==> config.mk <==
export PLATFORM = sky130hd
export DESIGN_NAME = irq_pending_ctrl
export DESIGN_NICKNAME = d
export VERILOG_FILES = /design/src/rtl/irq_pkg.sv /design/src/rtl/irq_pending_ctrl_prio_enc8.sv /design/src/rtl/irq_pending_ctrl.sv
export SDC_FILE = /design/constraint.sdc
export NUM_CORES = 1
export LEC_CHECK = 0
export ABC_AREA = 1
export BUFFER_PORTS_ARGS = -buffer_cell sky130_fd_sc_hd__buf_2
export CORE_MARGIN = 2
export CORE_UTILIZATION = 44
export CTS_CLUSTER_DIAMETER = 80
export DETAILED_ROUTE_END_ITERATION = 8
export PLACE_DENSITY = 0.68
export SLEW_MARGIN = 10
export SYNTH_ARGS = -nofsm -noshare
export SYNTH_HDL_FRONTEND = slang
export SYNTH_SLANG_ARGS = --single-unit
==> constraint.sdc <==
create_clock -name clk -period 2.4 [get_ports clk]
set_input_delay 0.24 -clock clk [delete_from_list [all_inputs] [get_ports clk]]
set_output_delay 0.24 -clock clk [all_outputs]
set_load 0.02 [all_outputs]
==> src/rtl/irq_pkg.sv <==
// Shared constants, FSM state type and priority helper for the
// interrupt pending controller slice.
package irq_pkg;

  localparam int unsigned N_REQ = 8;
  localparam int unsigned IDX_W = 3;

  typedef enum logic [0:0] {
    IDLE    = 1'b0,
    PRESENT = 1'b1
  } state_e;

  // Index of the highest set bit; 0 when no bit is set.
  function automatic logic [IDX_W-1:0] prio(input logic [N_REQ-1:0] vec);
    logic [IDX_W-1:0] idx;
    idx = '0;
    for (int unsigned i = 0; i < N_REQ; i++) begin
      if (vec[i]) idx = IDX_W'(i);
    end
    return idx;
  endfunction

endpackage

==> src/rtl/irq_pending_ctrl_prio_enc8.sv <==
// Combinational 8-to-3 priority encoder, bit 7 highest, with an any-bit flag.
module prio_enc8
  import irq_pkg::*;
(
  input  logic [N_REQ-1:0] vec,
  output logic [IDX_W-1:0] idx,
  output logic             any
);

  // Highest set bit wins; any flags a non-empty input.
  always_comb begin
    idx = prio(vec);
    any = |vec;
  end

endmodule

==> src/rtl/irq_pending_ctrl.sv <==
// Interrupt pending controller: rising-edge capture of request lines into a
// pending register, highest-priority index presented over valid/ready.
// Build option: define IRQ_SYNC_EN to pass each req line through a
// 2-flop synchronizer ahead of the edge detector.
module irq_pending_ctrl
  import irq_pkg::*;
(
  input  logic             clk,
  input  logic             rst_n,
  input  logic             en,
  input  logic [N_REQ-1:0] req,
  input  logic             irq_ready,
  input  logic             clr_lost,
  output logic             irq_valid,
  output logic [IDX_W-1:0] irq_idx,
  output logic [N_REQ-1:0] pending,
  output logic             lost
);

  logic [N_REQ-1:0] req_s;
  logic [N_REQ-1:0] req_q, req_d;
  logic [N_REQ-1:0] pending_q, pending_d;
  logic             lost_q, lost_d;
  logic [IDX_W-1:0] idx_q, idx_d;
  state_e           state_q, state_d;

  logic [N_REQ-1:0] rise;
  logic [N_REQ-1:0] clr_mask;
  logic             accept;
  logic [IDX_W-1:0] enc_idx;
  logic             enc_any;

`ifdef IRQ_SYNC_EN
  logic [N_REQ-1:0] sync1_q, sync2_q;

  // Two-stage synchronizer for asynchronous request lines.
  always_ff @(posedge clk or negedge rst_n) begin
    if (!rst_n) begin
      sync1_q <= '0;
      sync2_q <= '0;
    end else begin
      sync1_q <= req;
      sync2_q <= sync1_q;
    end
  end

  assign req_s = sync2_q;
`else
  assign req_s = req;
`endif

  prio_enc8 u_prio_enc8 (
    .vec (pending_q),
    .idx (enc_idx),
    .any (enc_any)
  );

  // Edge detect, pending/lost update and presentation FSM next state.
  always_comb begin
    req_d    = req_s;
    rise     = req_s & ~req_q;
    accept   = (state_q == PRESENT) && irq_ready;
    clr_mask = '0;
    if (accept) clr_mask[idx_q] = 1'b1;

    // A rise landing on a bit cleared this cycle re-arms it rather than
    // counting as an overflow.
    pending_d = pending_q & ~clr_mask;
    lost_d    = lost_q & ~clr_lost;
    if (en) begin
      pending_d = pending_d | rise;
      if (|(rise & pending_q & ~clr_mask)) lost_d = 1'b1;
    end

    state_d = state_q;
    idx_d   = idx_q;
    unique case (state_q)
      IDLE: begin
        if (en && enc_any) begin
          idx_d   = enc_idx;
          state_d = PRESENT;
        end
      end
      PRESENT: begin
        if (!en || irq_ready) state_d = IDLE;
      end
      default: state_d = IDLE;
    endcase
  end

  // State registers with asynchronous active-low reset.
  always_ff @(posedge clk or negedge rst_n) begin
    if (!rst_n) begin
      req_q     <= '0;
      pending_q <= '0;
      lost_q    <= 1'b0;
      idx_q     <= '0;
      state_q   <= IDLE;
    end else begin
      req_q     <= req_d;
      pending_q <= pending_d;
      lost_q    <= lost_d;
      idx_q     <= idx_d;
      state_q   <= state_d;
    end
  end

  assign irq_valid = (state_q == PRESENT);
  assign irq_idx   = idx_q;
  assign pending   = pending_q;
  assign lost      = lost_q;

endmodule
==> results of run 1 <==
report_power, final:
group	internal (mW)	switching [mW]
clock	0.0647	0.107
combinational	0.0977	0.193
sequential	0.410	0.0548
total	0.572	0.354
synth_stat cells (all sizes together):
cell type and number:
nand2 50, inv 23, dfrtp 21, nor2 18, o21ai 12, nand3 2
a21oi 1, clkbuf 1, nand4 1, nor3 1, o31ai 1
worst min path at each step:
| stage | slack, ns | start | depth (start not counted) | to |
|---|---|---|---|---|
| global route | 0.03 | req[2] | 1 | req_q[2]$_DFF_PN0_ |
| detailed placement | 0.23 | rst_n | 1 | pending[1]$_DFF_PN0_ |
| floorplan | -0.06 | rst_n | 0 | irq_idx[0]$_DFFE_PN0P_ |
| global placement | 0.22 | rst_n | 1 | req_q[4]$_DFF_PN0_ |
| CTS | 0.04 | req[5] | 1 | req_q[5]$_DFF_PN0_ |
| finish | 0.05 | req[5] | 1 | req_q[5]$_DFF_PN0_ |
critical path: cells and delay by family, from the launching register on:
kind,cells,cell delay (ns)
and+or+nand+nor,9,0.77
DFF,1,0.44
stage by stage:
| stage | std cells | hold slack, ns | area [um^2] |
|---|---|---|---|
| 6_report | 188 | 0.04860 | 1180 |
| 5_1_grt | 188 | 0.02755 | 1180 |
| 4_1_cts | 188 | 0.04021 | 1180 |
| 3_5_place_dp | 183 | 0.2280 | 1144 |
| 3_3_place_gp | 183 | 0.2174 | 1144 |
| 2_1_floorplan | 131 | -0.05559 | 987.2 |
placed cells by master, fill, tap and decap left out:
| cell type | netlist | routed |
|---|---|---|
| nand2_1 | 49 | 49 |
| buf_2 | 0 | 25 |
| inv_1 | 21 | 21 |
| dfrtp_1 | 21 | 21 |
| nor2_1 | 16 | 16 |
| o21ai_0 | 10 | 10 |
| clkbuf_4 | 0 | 3 |
| nor2_4 | 2 | 2 |
| inv_2 | 2 | 2 |
| nand3_1 | 2 | 2 |
| o21ai_1 | 2 | 2 |
| nand2_2 | 1 | 1 |
| nand4_1 | 1 | 1 |
| o31ai_1 | 1 | 1 |
| nor3_2 | 1 | 1 |
| a21oi_1 | 1 | 1 |
| clkbuf_1 | 1 | 1 |
| dlygate4sd3_1 | 0 | 1 |
layer usage:
layer / global-route usage / part of all wire
met2: 0.3077 / 0.50
met1: 0.2136 / 0.47
met4: 0.07895 / 0.0086
met3: 0.02632 / 0.026
met5: 0 / 0
cell families after synthesis:
logic type / after synthesis / share of synthesized area
buffers and inverters: 24 / 0.09126
AOI/OAI and AO/OA: 14 / 0.07351
DFF: 21 / 0.5323
and+or+nand+nor: 72 / 0.3029
registers in the layout, summed over array words and instances, names as in the netlist:
register,cells
irq_valid,1
req_q,8
pending,8
lost,1
irq_idx,3
cell type report:
class | count | area (um^2)
Fill cell | 241 | 989.7
Sequential cell | 21 | 525.5
Multi-Input combinational cell | 86 | 371.6
Timing Repair Buffer | 26 | 135.1
Inverter | 23 | 86.33
Tap cell | 28 | 35.03
Clock buffer | 4 | 26.28
==> flow_metrics.env, run 1 <==
export IMPL_status="completed"
export IMPL_fp_row_count=17
export IMPL_postCtsSetupBuffers=0
export IMPL_drt_iter0_markers=10
export IMPL_cts_resized=0
export IMPL_cp_common_cell="nand2_1"
export IMPL_antenna_found_initial=0
export IMPL_netlist_area_um2=987.2
export IMPL_cts_max_level=1
export IMPL_max_slew_margin=0.6897
export IMPL_cts_root_buf="clkbuf_4"
export IMPL_io_pins=26
export IMPL_die_y_um=51.37
export IMPL_tightest_slew_ns=0.4655
export IMPL_port_buffers=25
export IMPL_period_minus_slack_ns=1.300
export IMPL_ys_seq_area_frac=0.5323
export IMPL_grtUsageTotal=0.1765
export IMPL_yosysTopAreaCellShare=0.5323
export IMPL_max_stage_delay_ns=0.44
export IMPL_worstReg2RegStart="irq_valid$_DFF_PN0_"
export IMPL_synth_nets=144
export IMPL_maxCapViolations=0
export IMPL_avgSynthCellArea_um2=7.536
export IMPL_clkTransAtPathRegs_ns=0.12
export IMPL_fin_tns_setup_ns=0
export IMPL_cp_startpoint="irq_valid$_DFF_PN0_"
export IMPL_dieWidth_um=51.37
export IMPL_crit_arrival_ns=1.51
export IMPL_drt_wl_total_um=1988
export IMPL_r2r_slack_ns=1.10
export IMPL_insertion_delay_ns=0.30
export IMPL_place_ws_ns=1.106
export IMPL_finalSetupViolCount=0
export IMPL_crit_path_end="lost$_DFF_PN0_"
export IMPL_vias=869
export IMPL_ys_top_cells_by_area="dfrtp_1 (53%), nand2_1 (19%), inv_1 (8.0%)"
export IMPL_dr_pass1_iters=4
export IMPL_power_density_nw_per_um2=785.5
export IMPL_nets=174
export IMPL_coreArea_um2=2170
export IMPL_die_area_um2=2638
export IMPL_period_share=0.5415
export IMPL_place_congestion=0.9085
export IMPL_start_util=0.4550
export IMPL_grt_max_degree=22
export IMPL_synth_area_leader_cell="dfrtp_1"
export IMPL_worstSetupEndpointType="flop"
export IMPL_ctsHoldBuffers=1
export IMPL_vdd_drop_max_mv=0.3930
export IMPL_start_kind="flop"
export IMPL_synth_distinct_cells=15
export IMPL_yosys_warnings=0
export IMPL_r2r_end="lost$_DFF_PN0_"
export IMPL_syn_instance_count=131
export IMPL_final_core_util=0.5438
export IMPL_tritoncts="done"
export IMPL_path_cells="nand2_2 > nor2_4 > nand2_1 > nand2_1 > nand2_1 > nor2_1 > nand2_1 > nand2_1 > nand2_1"
export IMPL_max_freq_ghz=0.7694
export IMPL_r2r_cells=9
export IMPL_overflow=0
export IMPL_clock_sinks=21
export IMPL_required_ns=2.61
export IMPL_num_antenna_cells=0
export IMPL_numCtsBuffers=3
export IMPL_detail_route_wl_per_cell_um=10.57
export IMPL_crit_type="reg -> reg"
export IMPL_layout_setup_ws_ns=1.100
export IMPL_slew_violations=0
export IMPL_yosys_register_bits=21
export IMPL_grt_pass1_vias=852
export IMPL_cpMaxStageDelayCell="dfrtp_1"
export IMPL_antenna_left=0
export IMPL_hold_viol=0
export IMPL_rsz0062_at_grt="no"
export IMPL_fin_worst_skew_ns=0.0005855
export IMPL_grt_pass1_wl_um=3484
export IMPL_drcViolationCount=0
export IMPL_hold_class="in -> reg"
export IMPL_syn_to_final_growth_pct=19.52
export IMPL_leakage_nw=0.6837
export IMPL_clock_path_buffers=2
export IMPL_total_power_mw=0.9268
export IMPL_dpl_hpwl_um=1564
export IMPL_vias_per_cell=4.622
export IMPL_drive_gt1_frac=0.2125
export IMPL_cp_max_fo=4
(Power assumes the default switching activity.)
==> inputs of run 2 (changes only) <==
--- a/config.mk
+++ b/config.mk
@@ -11,7 +11,7 @@
 export CORE_UTILIZATION = 44
 export CTS_CLUSTER_DIAMETER = 80
 export DETAILED_ROUTE_END_ITERATION = 8
-export PLACE_DENSITY = 0.68
+export PLACE_DENSITY = 0.71
 export SLEW_MARGIN = 10
 export SYNTH_ARGS = -nofsm -noshare
 export SYNTH_HDL_FRONTEND = slang
==> constraint.sdc (replaced) <==
create_clock -name clk -period 1.06 [get_ports clk]
set_input_delay 0.106 -clock clk [delete_from_list [all_inputs] [get_ports clk]]
set_output_delay 0.106 -clock clk [all_outputs]
set_load 0.02 [all_outputs]
==> flow_metrics.env, run 2 (same netlist as run 1, synthesis figures left out) <==
export IMPL_detail_route_wl_per_cell_um=10.91
export IMPL_layoutNonFillerInstCount=215
export IMPL_layout_commonest_cell="nand2_1"
export IMPL_start_kind="flop"
export IMPL_crit_type="reg -> out"
export IMPL_multiInputGateArea_um2=444.2
export IMPL_power_density_nw_per_um2=1635
export IMPL_final_core_util=0.7249
export IMPL_cts_root_buf="clkbuf_4"
export IMPL_worstReg2RegStart="irq_idx[2]$_DFFE_PN0P_"
export IMPL_seqCellArea_um2=540.5
export IMPL_rsz0062_at_grt="yes"
export IMPL_max_freq_ghz=0.8346
export IMPL_dp_cells=200
export IMPL_vias_per_cell=4.628
export IMPL_vdd_drop_max_mv=1.176
export IMPL_cp_startpoint="pending[5]$_DFF_PN0_"
export IMPL_period_minus_slack_ns=1.198
export IMPL_overflow=0
export IMPL_maxCapViolations=0
export IMPL_r2r_slack_ns=-0.13
export IMPL_drive_gt1_frac=0.4706
export IMPL_grtUsageTotal=0.1925
export IMPL_wl_met1_um=1017
export IMPL_r2r_cells=8
export IMPL_wl_met3_um=84
export IMPL_drt_iter0_markers=6
export IMPL_grt_pass1_wl_um=3739
export IMPL_r2r_end="lost$_DFF_PN0_"
export IMPL_final_area_um2=1573
export IMPL_antenna_found_initial=0
export IMPL_leakage_nw=0.8294
export IMPL_drcViolationCount=0
export IMPL_fin_worst_skew_ns=0.003110
export IMPL_grt_max_degree=22
export IMPL_numCtsBuffers=3
export IMPL_drt_wl_total_um=2346
export IMPL_die_area_um2=2638
export IMPL_nets=201
export IMPL_dr_pass1_iters=4
export IMPL_period_share=1.130
export IMPL_required_ns=0.95
export IMPL_cp_max_fo=2
export IMPL_hold_class="in -> reg"
export IMPL_start_util=0.4550
export IMPL_fill_cells=172
export IMPL_slew_violations=0
export IMPL_antenna_left=0
export IMPL_worstSetupEndpointType="output pin"
export IMPL_violations="negative setup slack"
export IMPL_insertion_delay_ns=0.30
export IMPL_crit_path_end="pending[5]"
export IMPL_die_y_um=51.37
export IMPL_max_slew_margin=0.6871
export IMPL_place_congestion=0.9049
export IMPL_io_pins=26
export IMPL_clkTransAtPathRegs_ns=0.11
export IMPL_status="finished with violations"
export IMPL_finalSetupViolCount=19
export IMPL_syn_to_final_growth_pct=59.32
export IMPL_num_antenna_cells=0
export IMPL_port_buffers=25
export IMPL_crit_arrival_ns=1.09
export IMPL_grt_pass1_vias=947
export IMPL_top_layer="met4"
export IMPL_cts_max_level=1
export IMPL_place_area_um2=1294
export IMPL_vias=995
export IMPL_dpl_hpwl_um=1688
export IMPL_clock_path_buffers=2
export IMPL_layout_setup_ws_ns=-0.1382
export IMPL_dr_wl_met2_um=1188
export IMPL_clock_sinks=21
export IMPL_dieWidth_um=51.37
export IMPL_coreArea_um2=2170
export IMPL_layout_cells_most_common_list="nand2_1 (40), inv_1 (16), buf_2 (16), buf_6 (16)"
export IMPL_hold_viol=0
export IMPL_fp_row_count=17
export IMPL_tightest_slew_ns=0.4694
export IMPL_tritoncts="done"
-- run 2: area by class of cell --
cell class | count | share of cell area
inverter | 23 | 0.05489
sequential | 21 | 0.3437
timing repair buffer | 53 | 0.2800
multi-input combinational | 86 | 0.2824
tap | 28 | 0.02228
clock buffer | 4 | 0.01671
-- run 2: worst min-delay path by stage --
stage          startpoint                     end  slack [ns]  depth (start not counted)
2_1_floorplan       rst_n  irq_idx[0]$_DFFE_PN0P_       -0.19                          0
3_3_place_gp        rst_n      req_q[4]$_DFF_PN0_        0.08                          1
3_5_place_dp        rst_n      req_q[4]$_DFF_PN0_        0.09                          1
4_1_cts                en          lost$_DFF_PN0_       0.007                          3
5_1_grt                en          lost$_DFF_PN0_       0.004                          3
6_report               en          lost$_DFF_PN0_        0.01                          3
-- run 2: worst max-delay path, cell delays in order (launching register included) --
cell	delay, ns
dfrtp_2	0.44
buf_6	0.12
buf_6	0.11
buf_6	0.12
-- run 2: stage by stage --
step	setup TNS, ns	hold slack [ns]	power, mW	setup slack, ns
4_1_cts	-1.115	0.007168	2.464	-0.1302
2_1_floorplan	-0.2107	-0.1896	1.520	-0.06859
3_3_place_gp	-0.3797	0.08135	1.873	-0.08846
5_1_grt	-2.156	0.003910	2.718	-0.2398
6_report	-1.065	0.01196	2.571	-0.1382
3_5_place_dp	-0.4313	0.09230	1.895	-0.1047
-- run 2: what timing repair did --
item,CTS,global route
hold buffers,9,0
setup endpoints to repair,19,23
resized for setup,25,28
setup buffers,0,2
endpoints found under the hold margin,29,0
pin swaps,2,14
-- run 2: where the power goes --
| part | total, mW | leakage, nW | switching [mW] | internal, mW |
|---|---|---|---|---|
| Combinational | 1.10 | 0.593 | 0.562 | 0.535 |
| Sequential | 1.09 | 0.222 | 0.141 | 0.949 |
| Clock | 0.383 | 0.0150 | 0.236 | 0.147 |
-- run 2: routing by layer --
layer	vias to the layer above	global-route usage
met5	-	0
met3	7	0.04094
met1	462	0.2302
met4	0	0.09211
li1	503	-
met2	23	0.3269
==> inputs of run 3 (changes only) <==
--- a/config.mk
+++ b/config.mk
@@ -6,12 +6,12 @@
 export NUM_CORES = 1
 export LEC_CHECK = 0
 export ABC_AREA = 1
-export BUFFER_PORTS_ARGS = -buffer_cell sky130_fd_sc_hd__buf_2
+export CAP_MARGIN = 20
 export CORE_MARGIN = 2
 export CORE_UTILIZATION = 44
 export CTS_CLUSTER_DIAMETER = 80
 export DETAILED_ROUTE_END_ITERATION = 8
-export PLACE_DENSITY = 0.71
+export DONT_BUFFER_PORTS = 1
 export SLEW_MARGIN = 10
 export SYNTH_ARGS = -nofsm -noshare
 export SYNTH_HDL_FRONTEND = slang
==> flow_metrics.env, run 3 (same netlist as run 1, synthesis figures left out) <==
export IMPL_required_ns=1.27
export IMPL_ctsHoldBuffers=10
export IMPL_min_delay_worst_endpoint="lost$_DFF_PN0_"
export IMPL_antenna_found_initial=0
export IMPL_maxCapViolations=0
export IMPL_dp_cells=186
export IMPL_layoutNonFillerInstCount=205
export IMPL_vias=955
export IMPL_power_density_nw_per_um2=1642
export IMPL_fp_row_count=17
export IMPL_final_area_um2=1524
export IMPL_layout_commonest_cell="nand2_1"
export IMPL_place_congestion=0.9380
export IMPL_port_buffers=0
export IMPL_fill_cells=187
export IMPL_tightest_slew_ns=0.9334
export IMPL_num_antenna_cells=0
export IMPL_coreArea_um2=2170
export IMPL_dr_wl_met2_um=1169
export IMPL_final_core_util=0.7024
export IMPL_wl_met1_um=975
export IMPL_worstSetupEndpointType="flop"
export IMPL_tritoncts="done"
export IMPL_grt_pass1_wl_um=3919
export IMPL_top_layer="met4"
export IMPL_rsz0062_at_grt="yes"
export IMPL_grt_pass1_vias=963
export IMPL_status="finished with violations"
export IMPL_place_ws_ns=-0.1333
export IMPL_drt_iter0_markers=8
export IMPL_clock_sinks=21
export IMPL_dpl_hpwl_um=1742
export IMPL_nets=191
export IMPL_fin_worst_skew_ns=0.003012
export IMPL_layout_cells_most_common_list="nand2_1 (42), buf_4 (27), inv_1 (14)"
export IMPL_leakage_nw=0.7926
export IMPL_clkTransAtPathRegs_ns=0.11
export IMPL_period_minus_slack_ns=1.261
export IMPL_cp_max_fo=4
export IMPL_max_freq_ghz=0.7927
export IMPL_crit_arrival_ns=1.47
export IMPL_hold_slack_ns=-0.09342
export IMPL_slew_violations=0
export IMPL_dr_pass1_iters=4
export IMPL_min_from="en"
export IMPL_dieWidth_um=51.37
export IMPL_clock_path_buffers=2
export IMPL_insertion_delay_ns=0.30
export IMPL_die_y_um=51.37
export IMPL_hold_viol=1
export IMPL_wl_met3_um=110
export IMPL_numCtsBuffers=3
export IMPL_io_pins=26
export IMPL_vdd_drop_max_mv=1.202
export IMPL_period_share=1.190
export IMPL_cts_max_level=1
export IMPL_r2r_end="lost$_DFF_PN0_"
export IMPL_grt_max_degree=22
export IMPL_r2r_slack_ns=-0.20
export IMPL_violations="negative hold slack, negative setup slack"
export IMPL_total_power_mw=2.502
export IMPL_syn_to_final_growth_pct=54.37
export IMPL_place_area_um2=1251
export IMPL_die_area_um2=2638
export IMPL_max_slew_margin=0.3778
export IMPL_drive_gt1_frac=0.4294
export IMPL_crit_type="reg -> reg"
export IMPL_holdPathStages=2
export IMPL_detail_route_wl_per_cell_um=11.40
export IMPL_worstReg2RegStart="irq_idx[0]$_DFFE_PN0P_"
export IMPL_cts_root_buf="clkbuf_4"
export IMPL_drcViolationCount=0
export IMPL_antenna_left=0
export IMPL_hold_class="in -> reg"
export IMPL_grtUsageTotal=0.2052
export IMPL_drt_wl_total_um=2336
export IMPL_vias_per_cell=4.659
export IMPL_start_kind="flop"
export IMPL_r2r_cells=9
export IMPL_start_util=0.4550
export IMPL_layout_setup_ws_ns=-0.2015
export IMPL_finalSetupViolCount=15
export IMPL_overflow=0
[run 3: changes by cell type in the layout (fill, tap and decap cells not counted), moves of 2 or more]
cell     previous run  this run
buf_4              12        27
inv_2               7         9
nand2_2             9         6
inv_1              16        14
buf_6              16         6
nor2_4              4         7
nand2_1            40        42
nor2_2              3         0
buf_2              16         0
[run 3: worst max path at each step]
stage	cells after the start	slack [ns]	startpoint	endpoint
floorplan	9	-0.07	irq_valid$_DFF_PN0_	lost$_DFF_PN0_
finish	9	-0.20	irq_idx[0]$_DFFE_PN0P_	lost$_DFF_PN0_
global route	9	-0.29	irq_idx[1]$_DFFE_PN0P_	lost$_DFF_PN0_
CTS	8	-0.14	irq_idx[1]$_DFFE_PN0P_	lost$_DFF_PN0_
detailed placement	6	-0.13	pending[4]$_DFF_PN0_	irq_idx[1]$_DFFE_PN0P_
global placement	8	-0.14	irq_idx[1]$_DFFE_PN0P_	lost$_DFF_PN0_
[run 3: worst max-delay path, cell delays in order (launching register included)]
cell	delay (ns)
dfrtp_2	0.42
inv_2	0.06
nor2_4	0.15
nand2_2	0.08
nand2_1	0.07
nand2_1	0.06
nor2_1	0.16
nand2_1	0.09
nand2_1	0.06
nand2_1	0.04
[run 3: power by group]
| group | leakage, nW | switching, mW | internal [mW] | total, mW |
|---|---|---|---|---|
| registers | 0.222 | 0.145 | 0.949 | 1.09 |
| clock network | 0.0150 | 0.238 | 0.147 | 0.385 |
| logic | 0.556 | 0.555 | 0.468 | 1.02 |
[run 3: layer usage]
metal | track usage | up-vias
met4 | 0.1140 | 0
met2 | 0.3504 | 24
li1 | - | 485
met3 | 0.05263 | 10
met1 | 0.2308 | 436
met5 | 0 | -
[run 3: layout make-up]
| class | count | area [um^2] | share of cell area |
|---|---|---|---|
| timing repair buffer | 43 | 372.9 | 0.2447 |
| tap | 28 | 35.03 | 0.02299 |
| inverter | 23 | 86.33 | 0.05665 |
| clock buffer | 4 | 26.28 | 0.01724 |
| multi-input combinational | 86 | 462.9 | 0.3038 |
| sequential | 21 | 540.5 | 0.3547 |
[run 3: what timing repair did]
item	4_1_cts	5_1_grt
cloned	0	0
pin swaps	4	4
setup endpoints to repair	13	40
gates resized for setup	14	24
setup buffers	3	3
hold endpoints to repair	39	1
[run 3: per-stage QoR]
step	hold WS, ns	TNS [ns]
floorplan	-0.1896	-0.2107
global placement	-0.1891	-0.6298
detailed placement	-0.1891	-0.7429
CTS	-0.1015	-1.347
global route	-0.08984	-1.879
finish	-0.09342	-0.8278
